`config.mk`:
```
export PLATFORM = sky130hd
export DESIGN_NAME = cdb_arbiter
export DESIGN_NICKNAME = d
export VERILOG_FILES = /design/src/rtl/cdb_arbiter_pkg.sv /design/src/rtl/cdb_fifo.sv /design/src/rtl/cdb_arbiter.sv
export SDC_FILE = /design/constraint.sdc
export NUM_CORES = 1
export LEC_CHECK = 0
export BUFFER_PORTS_ARGS = -buffer_cell sky130_fd_sc_hd__buf_2
export CAP_MARGIN = 15
export CORE_MARGIN = 1
export CORE_UTILIZATION = 40
export CTS_BUF_LIST = sky130_fd_sc_hd__clkbuf_8
export DETAILED_ROUTE_END_ITERATION = 8
export GPL_TIMING_DRIVEN = 1
export MAX_ROUTING_LAYER = met4
export PLACE_DENSITY_LB_ADDON = 0.08
export SYNTH_ARGS = -nofsm -noshare
export SYNTH_HDL_FRONTEND = slang
export SYNTH_SLANG_ARGS = --single-unit
```
`constraint.sdc`:
```
create_clock -name in_clk -period 19.4 [get_ports in_clk]
set_input_delay 5.82 -clock in_clk [delete_from_list [all_inputs] [get_ports in_clk]]
set_output_delay 5.82 -clock in_clk [all_outputs]
set_load 0.05 [all_outputs]
```
`src/rtl/cdb_arbiter_pkg.sv`:
```
// Shared types for the CDB arbiter: FU identifiers, flag type and the FIFO entry carried to the broadcast bus.
`ifndef GPR_SIZE
`define GPR_SIZE 64
`endif
`ifndef ROB_IDX_SIZE
`define ROB_IDX_SIZE 4
`endif

package cdb_arbiter_pkg;

    typedef logic [3:0] nzcv_t;

    typedef enum logic {
        FU_ALU = 1'b0,
        FU_LS  = 1'b1
    } fu_t;

    typedef struct packed {
        logic [`GPR_SIZE-1:0]     value;
        logic [`ROB_IDX_SIZE-1:0] rob_index;
        logic                     set_nzcv;
        nzcv_t                    nzcv;
    } cdb_entry_t;

    localparam int CDB_FIFO_DEPTH    = 2;
    localparam int CDB_FIFO_IDX_SIZE = 1;

    function automatic fu_t other_fu(input fu_t fu);
        return (fu == FU_ALU) ? FU_LS : FU_ALU;
    endfunction

endpackage

```
`src/rtl/cdb_fifo.sv`:
```
// Small per-FU result FIFO. Ready reflects the registered count only, so a full FIFO refuses a push even while popping.
module cdb_fifo
    import cdb_arbiter_pkg::*;
#(
    parameter int FIFO_DEPTH    = CDB_FIFO_DEPTH,
    parameter int FIFO_IDX_SIZE = CDB_FIFO_IDX_SIZE
) (
    input  logic       in_clk,
    input  logic       in_rst,
    input  logic       in_flush,
    input  logic       in_push,
    input  cdb_entry_t in_entry,
    input  logic       in_pop,
    output cdb_entry_t out_head,
    output logic       out_empty,
    output logic       out_ready
);

    localparam logic [FIFO_IDX_SIZE:0]   DEPTH_C   = (FIFO_IDX_SIZE+1)'(FIFO_DEPTH);
    localparam logic [FIFO_IDX_SIZE:0]   CNT_ONE_C = (FIFO_IDX_SIZE+1)'(1);
    localparam logic [FIFO_IDX_SIZE-1:0] PTR_ONE_C = FIFO_IDX_SIZE'(1);

    cdb_entry_t               mem_r [FIFO_DEPTH];
    logic [FIFO_IDX_SIZE-1:0] rd_ptr_r;
    logic [FIFO_IDX_SIZE-1:0] wr_ptr_r;
    logic [FIFO_IDX_SIZE:0]   count_r;
    logic                     push_ok_s;
    logic                     pop_ok_s;

    assign out_ready = ~in_rst & (count_r < DEPTH_C);
    assign out_empty = (count_r == {(FIFO_IDX_SIZE+1){1'b0}});
    assign out_head  = mem_r[rd_ptr_r];
    assign push_ok_s = in_push & out_ready & ~in_flush;
    assign pop_ok_s  = in_pop & ~out_empty & ~in_flush;

    // Entry storage: written at the write pointer on an accepted push.
    always_ff @(posedge in_clk or posedge in_rst) begin
        if (in_rst) begin
            for (int i = 0; i < FIFO_DEPTH; i++) begin
                mem_r[i] <= '0;
            end
        end else if (push_ok_s) begin
            mem_r[wr_ptr_r] <= in_entry;
        end
    end

    // Pointers and occupancy; flush empties the FIFO and discards same-cycle pushes.
    always_ff @(posedge in_clk or posedge in_rst) begin
        if (in_rst) begin
            rd_ptr_r <= '0;
            wr_ptr_r <= '0;
            count_r  <= '0;
        end else if (in_flush) begin
            rd_ptr_r <= '0;
            wr_ptr_r <= '0;
            count_r  <= '0;
        end else begin
            if (push_ok_s) begin
                wr_ptr_r <= wr_ptr_r + PTR_ONE_C;
            end
            if (pop_ok_s) begin
                rd_ptr_r <= rd_ptr_r + PTR_ONE_C;
            end
            case ({push_ok_s, pop_ok_s})
                2'b10:   count_r <= count_r + CNT_ONE_C;
                2'b01:   count_r <= count_r - CNT_ONE_C;
                default: count_r <= count_r;
            endcase
        end
    end

endmodule

```
`src/rtl/cdb_arbiter.sv`:
```
// Round-robin arbiter draining the ALU and LS result FIFOs onto a single registered CDB broadcast.
module cdb_arbiter
    import cdb_arbiter_pkg::*;
#(
    parameter int FIFO_DEPTH    = CDB_FIFO_DEPTH,
    parameter int FIFO_IDX_SIZE = CDB_FIFO_IDX_SIZE
) (
    input  logic                     in_clk,
    input  logic                     in_rst,
    input  logic                     in_fu_alu_done,
    input  logic [`GPR_SIZE-1:0]     in_fu_alu_value,
    input  logic [`ROB_IDX_SIZE-1:0] in_fu_alu_dst_rob_index,
    input  logic                     in_fu_alu_set_nzcv,
    input  nzcv_t                    in_fu_alu_nzcv,
    input  logic                     in_fu_ls_done,
    input  logic [`GPR_SIZE-1:0]     in_fu_ls_value,
    input  logic [`ROB_IDX_SIZE-1:0] in_fu_ls_dst_rob_index,
    input  logic                     in_rob_stall,
    input  logic                     in_rob_is_mispred,
    output logic                     out_fu_alu_ready,
    output logic                     out_fu_ls_ready,
    output logic                     out_cdb_done,
    output logic [`ROB_IDX_SIZE-1:0] out_cdb_index,
    output logic [`GPR_SIZE-1:0]     out_cdb_value,
    output logic                     out_cdb_set_nzcv,
    output nzcv_t                    out_cdb_nzcv,
    output fu_t                      out_cdb_src
);

    cdb_entry_t alu_entry_s;
    cdb_entry_t ls_entry_s;
    cdb_entry_t alu_head_s;
    cdb_entry_t ls_head_s;
    logic       alu_empty_s;
    logic       ls_empty_s;
    logic       grant_valid_s;
    fu_t        grant_src_s;
    logic       grant_fire_s;
    logic       pop_alu_s;
    logic       pop_ls_s;
    fu_t        last_grant_r;
    logic       cdb_done_r;
    cdb_entry_t cdb_r;
    fu_t        cdb_src_r;

    assign alu_entry_s = '{value:     in_fu_alu_value,
                           rob_index: in_fu_alu_dst_rob_index,
                           set_nzcv:  in_fu_alu_set_nzcv,
                           nzcv:      in_fu_alu_nzcv};
    assign ls_entry_s  = '{value:     in_fu_ls_value,
                           rob_index: in_fu_ls_dst_rob_index,
                           set_nzcv:  1'b0,
                           nzcv:      4'b0000};

    cdb_fifo #(
        .FIFO_DEPTH    (FIFO_DEPTH),
        .FIFO_IDX_SIZE (FIFO_IDX_SIZE)
    ) u_alu_fifo (
        .in_clk    (in_clk),
        .in_rst    (in_rst),
        .in_flush  (in_rob_is_mispred),
        .in_push   (in_fu_alu_done),
        .in_entry  (alu_entry_s),
        .in_pop    (pop_alu_s),
        .out_head  (alu_head_s),
        .out_empty (alu_empty_s),
        .out_ready (out_fu_alu_ready)
    );

    cdb_fifo #(
        .FIFO_DEPTH    (FIFO_DEPTH),
        .FIFO_IDX_SIZE (FIFO_IDX_SIZE)
    ) u_ls_fifo (
        .in_clk    (in_clk),
        .in_rst    (in_rst),
        .in_flush  (in_rob_is_mispred),
        .in_push   (in_fu_ls_done),
        .in_entry  (ls_entry_s),
        .in_pop    (pop_ls_s),
        .out_head  (ls_head_s),
        .out_empty (ls_empty_s),
        .out_ready (out_fu_ls_ready)
    );

    // Winner selection: a sole candidate wins, a tie goes to the FU that did not win last.
    always_comb begin
        grant_valid_s = 1'b0;
        grant_src_s   = FU_ALU;
        case ({~alu_empty_s, ~ls_empty_s})
            2'b11: begin
                grant_valid_s = 1'b1;
                grant_src_s   = other_fu(last_grant_r);
            end
            2'b10: begin
                grant_valid_s = 1'b1;
                grant_src_s   = FU_ALU;
            end
            2'b01: begin
                grant_valid_s = 1'b1;
                grant_src_s   = FU_LS;
            end
            default: begin
                grant_valid_s = 1'b0;
                grant_src_s   = FU_ALU;
            end
        endcase
    end

    assign grant_fire_s = grant_valid_s & ~in_rob_stall & ~in_rob_is_mispred;
    assign pop_alu_s    = grant_fire_s & (grant_src_s == FU_ALU);
    assign pop_ls_s     = grant_fire_s & (grant_src_s == FU_LS);

    // Broadcast register and round-robin history; stall freezes both, mispredict kills the pulse.
    always_ff @(posedge in_clk or posedge in_rst) begin
        if (in_rst) begin
            cdb_done_r   <= 1'b0;
            cdb_r        <= '0;
            cdb_src_r    <= FU_ALU;
            last_grant_r <= FU_LS;
        end else if (in_rob_is_mispred) begin
            cdb_done_r <= 1'b0;
        end else if (in_rob_stall) begin
            cdb_done_r <= cdb_done_r;
        end else if (grant_valid_s) begin
            cdb_done_r   <= 1'b1;
            cdb_r        <= (grant_src_s == FU_ALU) ? alu_head_s : ls_head_s;
            cdb_src_r    <= grant_src_s;
            last_grant_r <= grant_src_s;
        end else begin
            cdb_done_r <= 1'b0;
        end
    end

    assign out_cdb_done     = cdb_done_r;
    assign out_cdb_index    = cdb_r.rob_index;
    assign out_cdb_value    = cdb_r.value;
    assign out_cdb_set_nzcv = cdb_r.set_nzcv;
    assign out_cdb_nzcv     = cdb_r.nzcv;
    assign out_cdb_src      = cdb_src_r;

endmodule

```
==> results of run 1 <==
## critical path, delay by kind of cell
| family | cells | cell delay, ps |
|---|---|---|
| buf+inv | 2 | 430 |
| simple gates | 1 | 110 |
## per-stage QoR
step | utilization, % | area, um^2
6_report | 48.0 | 18600
3_3_place_gp | 44.7 | 17300
2_1_floorplan | - | 15700
4_1_cts | 47.9 | 18500
5_1_grt | 48.0 | 18600
3_5_place_dp | 44.7 | 17300
## layer usage
metal | vias to the layer above | GRT usage, % | routed length, um
li1 | 4518 | - | -
met2 | 224 | 32.6 | 18700
met4 | 0 | 7.83 | 1120
met1 | 5166 | 27.0 | 18300
met3 | 80 | 6.32 | 2610
met5 | - | - | 0
## report_power, final
group | switching, uW | total, uW | internal [uW]
clock | 310 | 691 | 380
sequential | 131 | 1140 | 1010
combinational | 496 | 817 | 321
total | 937 | 2650 | 1710
## area by class of cell
type,instances,area (um^2),area share (%)
repair buffers,239,1240,6.66
well taps,518,648,3.49
clock buffers,83,1140,6.16
inverters,2,15.0,0.0809
flip-flops and latches,366,9170,49.4
clock inverters,29,109,0.587
diodes,17,42.5,0.229
multi-input cells,609,6190,33.4
## sequential cells by signal, summed over array words and instances (netlist names), 2 cells and up
signal and cells:
out_cdb_index 4, out_cdb_value 64, u_alu_fifo.count_r 2, u_ls_fifo.count_r 2
u_ls_fifo.mem_r 136, out_cdb_nzcv 4, u_alu_fifo.mem_r 146
## cells in the final DEF, fill, tap and decap left out, drive strengths merged, types with 3 or more instances in the layout
master,netlist,routed
dfrtp,365,365
inv,2,31
buf,39,239
mux2,351,351
o31ai,3,3
nor2,6,6
clkbuf,46,83
nor4,68,68
o21ai,3,3
diode,0,17
mux2i,74,74
nand2,3,3
nor3b,4,4
a21o,3,3
a221o,68,68
o2bb2ai,5,5
## path summary, 6_finish.rpt
path / to / slack, ps / start / cells after the start
min reg2reg: out_cdb_nzcv[1]$_DFFE_PP0N_ / 480 / out_cdb_nzcv[1]$_DFFE_PP0N_ / 1
max: out_fu_ls_ready / 7230 / in_rst / 3
max in group asynchronous: u_alu_fifo.mem_r[49]$_DFFE_PP0P_ / 11690 / in_rst / 4
min: out_cdb_nzcv[1]$_DFFE_PP0N_ / 480 / out_cdb_nzcv[1]$_DFFE_PP0N_ / 1
max reg2reg: u_alu_fifo.mem_r[2]$_DFFE_PP0P_ / 16660 / u_alu_fifo.count_r[1]$_DFFE_PP0P_ / 4
min in group asynchronous: out_cdb_value[51]$_DFFE_PP0N_ / 5410 / in_rst / 2
## cells by family (layout without fill, tap and decap cells)
kind of cell / after synthesis / after routing / share of synthesized area [%]
muxes: 425 / 425 / 29.9
DFF: 366 / 366 / 58.4
AOI/OAI and AO/OA: 91 / 91 / 5.41
and+or+nand+nor: 89 / 89 / 3.55
buffers and inverters: 87 / 353 / 2.50
xor gates and xnor gates: 4 / 4 / 0.223
other: 0 / 17 / 0
==> flow_summary.ini, run 1 <==
[timing]
min_period_ps = 12170
rsz0062_at_grt = no
hold_viol = 0
tns_ps = 0
slew_headroom_pct = 23.1
skew_ps = 22.2
setup_ws_ps = 7230
fmax_mhz = 82.2
finalHoldWorstSlack_ps = 482
tightest_slew_ps = 1150
finalCritPeriodShare_pct = 62.7
drv_slew = 0
setup_viol = 0

[global_route]
grt_pass1_vias = 10600
grt.total_usage_pct = 21.4
grt_antenna_before_repair = 15
grt_pass1_wl_um = 62300
overflow = 0
grt_max_degree = 112

[setup_path]
critPathMaxFanout = 5
cp_common_cell = buf_2
worst-setup-path-type = in -> out
path_cells = buf_2, nor2_1, buf_2
critPathSlowestCell = buf_2
critPathLaunchType = input port
end_kind = primary output
arrival_ps = 6350
max_stage_delay_ps = 270
required_ps = 13580

[power_and_ir_drop]
power_density_mw_per_mm2 = 143
leakagePower_uw = 0.00831
finalPower_uw = 2650
peakVddDrop_mv = 0.0792

[floorplan]
ios = 224
die_x_um = 200
die_y_um = 200
die-area_mm2 = 0.0400
rows = 72
fp.coreArea_mm2 = 0.0386
initial_utilization_pct = 40.6

[drt]
vias = 9988
routed_wl_um = 40700
routed_via_density = 5.36
drt-initial-drc-count = 327
remaining_drc_errors = 0
avgRoutedWirePerCell_um = 21.9
dr.pass1.iters = 7
antenna_left = 0

[clocking]
clock-root-buffer = clkbuf_8
cts_tree = yes
clkTransAtPathRegs_ps = 50
cts_buffers = 68
cts_resized = 0
cts_setup_buffers = 0
postCtsHoldBufs = 0
insertion_delay_ps = 600
clock_sinks = 366
clockBufferDepth = 3
htree_levels = 3

[yosys]
synth_cells = 1062
synth_area_leader_cell = dfrtp_1
ys_seq_area_share_pct = 58.4
synth.top_cells.by_area = dfrtp_1, mux2_2, mux2i_1, a221o_1, nor4_1
async_flop_share_pct = 100
synthTopCellsByCount = dfrtp_1, mux2_2, mux2i_1
ys.flop_type = dfrtp_1
ys_ff_latch = 366
synth-edff-count = 0
syn-mean-instance-area_um2 = 14.8
ys_warn_count = 0
synth_most_common_cell = dfrtp_1
yosysTopAreaCellShare_pct = 58.2
synth_nets = 1209
synth_cell_type_count = 35
syn_area_mm2 = 0.0157

[layout]
nets = 1433
fin_cells = 1863
fillers = 3507
drive_gt1_share_pct = 50.4
area_delta_synth_final_pct = 18.3

[placed_design]
dpl.hpwl_um = 23500
gp_congestion = 0.709
dp_slack_ps = 7230
dp_cells = 1734
port-buffer-count = 223

[run_status]
status = complete, no violations

[job]
max_cap_viol_count = 0

[worst_hold_path]
holdCritPathClass = reg -> reg
No activity file was read; power rests on OpenSTA's default activity.
==> run 2, diff against run 1 <==
clock period = 12.3 ns   (was 19.4 ns; I/O delays follow)
==> flow_summary.ini, run 2 (synthesis results as in run 1) <==
[clocking]
cts_tree = yes
clkTransAtPathRegs_ps = 60
cts_resized = 0
cts_buffers = 66
htree_levels = 3
insertion_delay_ps = 600
clock_sinks = 366
clockBufferDepth = 3
cts_setup_buffers = 0
postCtsHoldBufs = 0
clock-root-buffer = clkbuf_8

[worst_hold_path]
holdCritPathClass = reg -> reg

[placed_design]
gp_congestion = 0.721
dpl-instance-area_mm2 = 0.0173
port-buffer-count = 223
dp_slack_ps = 4410
dpl.hpwl_um = 23400

[global_route]
grt.total_usage_pct = 21.5
grt_antenna_before_repair = 10
overflow = 0
grt_max_degree = 79
grt_pass1_wl_um = 62500
grt_pass1_vias = 10600

[drt]
dr_wl_met2_um = 19600
wl_met3_um = 2450
routed_wl_um = 40600
remaining_drc_errors = 0
avgRoutedWirePerCell_um = 21.9
dr.pass1.iters = 5
drt-initial-drc-count = 337
highest_layer = met4
antenna_left = 0
routed_via_density = 5.35
vias = 9921
met1_length_um = 17700

[setup_path]
required_ps = 8610
critPathMaxFanout = 5
arrival_ps = 4200
worstSetupStartpoint = in_rst
worst-setup-path-type = in -> out
r2r_start = u_ls_fifo.count_r[1]$_DFFE_PP0P_
r2r_slack_ps = 9410
worstSetupEndpoint = out_fu_ls_ready
critPathLaunchType = input port
r2r-end = u_ls_fifo.mem_r[110]$_DFFE_PP0P_
end_kind = primary output
r2r_cells = 5

[power_and_ir_drop]
leakagePower_uw = 0.00829
power_density_mw_per_mm2 = 226
pwr-share-comb_pct = 30.6
peakVddDrop_mv = 0.116
switching_power_uw = 1480
swShare_pct = 35.4
pwr-share-seq_pct = 43.1
power_frac_clock_pct = 26.3
power.internal_uw = 2710

[layout]
nets = 1432
mostFrequentLayoutCells = dfrtp_1, mux2_2, buf_2
layout_commonest_cell = dfrtp_1
area_delta_synth_final_pct = 18.3
fin_area_mm2 = 0.0186
largest_reg_flops = 146
drive_gt1_share_pct = 50.8
largest-register = u_alu_fifo.mem_r
post-route-util_pct = 48.0
fillers = 3515

[timing]
setup_viol = 0
rsz0062_at_grt = no
tightest_slew_ps = 1160
fmax_mhz = 127
finalHoldWorstSlack_ps = 480
min_period_ps = 7890
tns_ps = 0
slew_headroom_pct = 22.4
finalCritPeriodShare_pct = 64.1
skew_ps = 28.1
drv_slew = 0
hold_viol = 0
setup_ws_ps = 4410

[run_status]
status = complete, no violations

[floorplan]
die_y_um = 200
rows = 72
initial_utilization_pct = 40.6
fp.coreArea_mm2 = 0.0386
die_x_um = 200
ios = 224
die-area_mm2 = 0.0400

[job]
max_cap_viol_count = 0
-- run 2: cell count changes in the layout (fill, tap and decap cells not counted) --
cell / change
clkbuf_8: +1
inv_1: -6
clkinv_2: +3
clkinvlp_4: +2
buf_4: +1
inv_8: -1
diode_2: -7
-- run 2: critical path, cell delays in order --
cell,delay [ps]
buf_2,140
nor2_1,100
buf_2,260
-- run 2: layout make-up --
| type | instances | area (um^2) | share of cell area (%) |
|---|---|---|---|
| clock buffers | 84 | 1160 | 6.23 |
| flip-flops and latches | 366 | 9170 | 49.4 |
| inverters | 2 | 11.3 | 0.0607 |
| repair buffers | 240 | 1240 | 6.70 |
| multi-input cells | 609 | 6190 | 33.4 |
| well taps | 518 | 648 | 3.49 |
| diodes | 10 | 25.0 | 0.135 |
| clock inverters | 27 | 109 | 0.587 |
-- run 2: power by group through the flow --
stage | clock network [uW] | registers [uW] | logic, uW
after global placement | 0 | 1810 | 1280
after CTS | 1140 | 1810 | 1300
final | 1100 | 1810 | 1280
after floorplan | 0 | 2190 | 590
after detailed placement | 0 | 1820 | 1300
after global routing | 1200 | 1860 | 1370
-- run 2: metrics by stage --
stage	instances	power [uW]
5_1_grt	1856	4430
3_3_place_gp	1735	3100
3_5_place_dp	1735	3120
2_1_floorplan	1062	2780
4_1_cts	1846	4250
6_report	1856	4190
-- run 2: how the worst min path moves through the flow --
stage / cells after the start / endpoint / slack [ps] / startpoint
floorplan: 1 / u_ls_fifo.mem_r[100]$_DFFE_PP0P_ / 460 / u_ls_fifo.mem_r[100]$_DFFE_PP0P_
global placement: 1 / out_cdb_src$_DFFE_PP0N_ / 460 / out_cdb_src$_DFFE_PP0N_
detailed placement: 1 / out_cdb_set_nzcv$_DFFE_PP0N_ / 470 / out_cdb_set_nzcv$_DFFE_PP0N_
CTS: 1 / out_cdb_src$_DFFE_PP0N_ / 480 / out_cdb_src$_DFFE_PP0N_
global route: 1 / out_cdb_src$_DFFE_PP0N_ / 500 / out_cdb_src$_DFFE_PP0N_
finish: 1 / out_cdb_src$_DFFE_PP0N_ / 480 / out_cdb_src$_DFFE_PP0N_
-- run 2: layer usage --
layer	vias up	global-route usage, %
li1	4483	-
met1	5139	26.6
met2	234	34.2
met3	65	5.85
met4	0	6.64
met5	-	-
==> run 3, diff against run 2 <==
clock period = 7.91 ns   (was 12.3 ns; I/O delays follow)
==> flow_summary.ini, run 3 (synthesis results as in run 1) <==
[setup_path]
r2r_start = u_ls_fifo.count_r[1]$_DFFE_PP0P_
r2r-end = u_ls_fifo.mem_r[144]$_DFFE_PP0P_
r2r_slack_ps = 5030
path_cells = buf_2, nor2_1, buf_2
arrival_ps = 2880
critical-path-top-delay-family = buffers and inverters
r2r_cells = 5
path_buf_inv = 2
cp_common_cell = buf_2
critPathLaunchType = input port
critPathSlowestCell = buf_2
max_stage_delay_ps = 260
end_kind = primary output
crit_cells = 3
worstSetupStartpoint = in_rst
required_ps = 5540
worstSetupEndpoint = out_fu_alu_ready
worst-setup-path-type = in -> out
critPathMaxFanout = 5

[clocking]
cts_tree = yes
postCtsHoldBufs = 0
clockBufferDepth = 3
cts_setup_buffers = 0
clkTransAtPathRegs_ps = 60
cts_buffers = 67
insertion_delay_ps = 600
clock-root-buffer = clkbuf_8
htree_levels = 3
cts_resized = 0
clock_sinks = 366

[layout]
largest-register = u_alu_fifo.mem_r
area_delta_synth_final_pct = 18.5
nets = 1431
largest_reg_flops = 146
layout_commonest_cell = dfrtp_1
mostFrequentLayoutCells = dfrtp_1, mux2_2, buf_2
drive_gt1_share_pct = 50.6
fillers = 3496

[floorplan]
fp.coreArea_mm2 = 0.0386
ios = 224
die_y_um = 200
die_x_um = 200
initial_utilization_pct = 40.6
rows = 72
die-area_mm2 = 0.0400

[placed_design]
port-buffer-count = 223
gp_congestion = 0.724
dpl.hpwl_um = 23100
dp_slack_ps = 2650

[drt]
antenna_left = 0
routed_via_density = 5.31
drt-initial-drc-count = 286
vias = 9860
avgRoutedWirePerCell_um = 21.6
remaining_drc_errors = 0
dr.pass1.iters = 4
routed_wl_um = 40100

[power_and_ir_drop]
power_density_mw_per_mm2 = 351
leakagePower_uw = 0.00831
peakVddDrop_mv = 0.152

[global_route]
grt_pass1_wl_um = 61200
overflow = 0
grt_antenna_before_repair = 10
grt_pass1_vias = 10400
grt_max_degree = 161
grt.total_usage_pct = 20.9

[timing]
setup_viol = 0
slew_headroom_pct = 25.3
setup_ws_ps = 2660
drv_slew = 0
hold_viol = 0
rsz0062_at_grt = no
tns_ps = 0
tightest_slew_ps = 1120
fmax_mhz = 190
finalCritPeriodShare_pct = 66.4
min_period_ps = 5250
skew_ps = 16.7

[run_status]
status = complete, no violations

[job]
max_cap_viol_count = 0

[worst_hold_path]
holdCritPathClass = reg -> reg
==> run 3: where the power goes <==
group	internal (uW)	total (uW)	switching, uW	leakage (uW)
sequential	2480	2810	323	0.00452
combinational	788	2000	1210	0.00304
clock	955	1720	764	0.000763
total	4230	6520	2300	0.00831
==> run 3: cell type report <==
| type | count | area (um^2) | area share, % |
|---|---|---|---|
| diodes | 11 | 27.5 | 0.148 |
| repair buffers | 238 | 1250 | 6.75 |
| clock inverters | 29 | 111 | 0.599 |
| well taps | 518 | 648 | 3.49 |
| flip-flops and latches | 366 | 9170 | 49.3 |
| multi-input cells | 609 | 6190 | 33.3 |
| clock buffers | 85 | 1170 | 6.30 |
| inverters | 2 | 11.3 | 0.0606 |
==> run 3: worst min-delay path by stage <==
| stage | from | end | slack (ps) | cells after the start |
|---|---|---|---|---|
| after detailed placement | out_cdb_src$_DFFE_PP0N_ | out_cdb_src$_DFFE_PP0N_ | 470 | 1 |
| final | out_cdb_src$_DFFE_PP0N_ | out_cdb_src$_DFFE_PP0N_ | 480 | 1 |
| after global placement | out_cdb_src$_DFFE_PP0N_ | out_cdb_src$_DFFE_PP0N_ | 460 | 1 |
| after global routing | out_cdb_nzcv[2]$_DFFE_PP0N_ | out_cdb_nzcv[2]$_DFFE_PP0N_ | 490 | 1 |
| after CTS | out_cdb_src$_DFFE_PP0N_ | out_cdb_src$_DFFE_PP0N_ | 480 | 1 |
| after floorplan | u_ls_fifo.mem_r[100]$_DFFE_PP0P_ | u_ls_fifo.mem_r[100]$_DFFE_PP0P_ | 460 | 1 |
==> run 3: per-stage QoR <==
step	cells	power [uW]	utilization [%]	hold slack [ps]	instance area [um^2]
floorplan	1062	4320	-	457	15700
global placement	1733	4810	44.7	464	17300
detailed placement	1733	4850	44.7	470	17300
CTS	1847	6620	48.0	483	18600
global route	1857	6880	48.1	494	18600
finish	1858	6520	48.1	481	18600
==> run 3: layer usage <==
metal | track usage, % | vias to the layer above | routed length, um
met4 | 6.98 | 0 | 847
met5 | - | - | 0
met3 | 5.58 | 61 | 2100
met2 | 31.8 | 200 | 18500
met1 | 27.0 | 5116 | 18600
li1 | - | 4483 | -
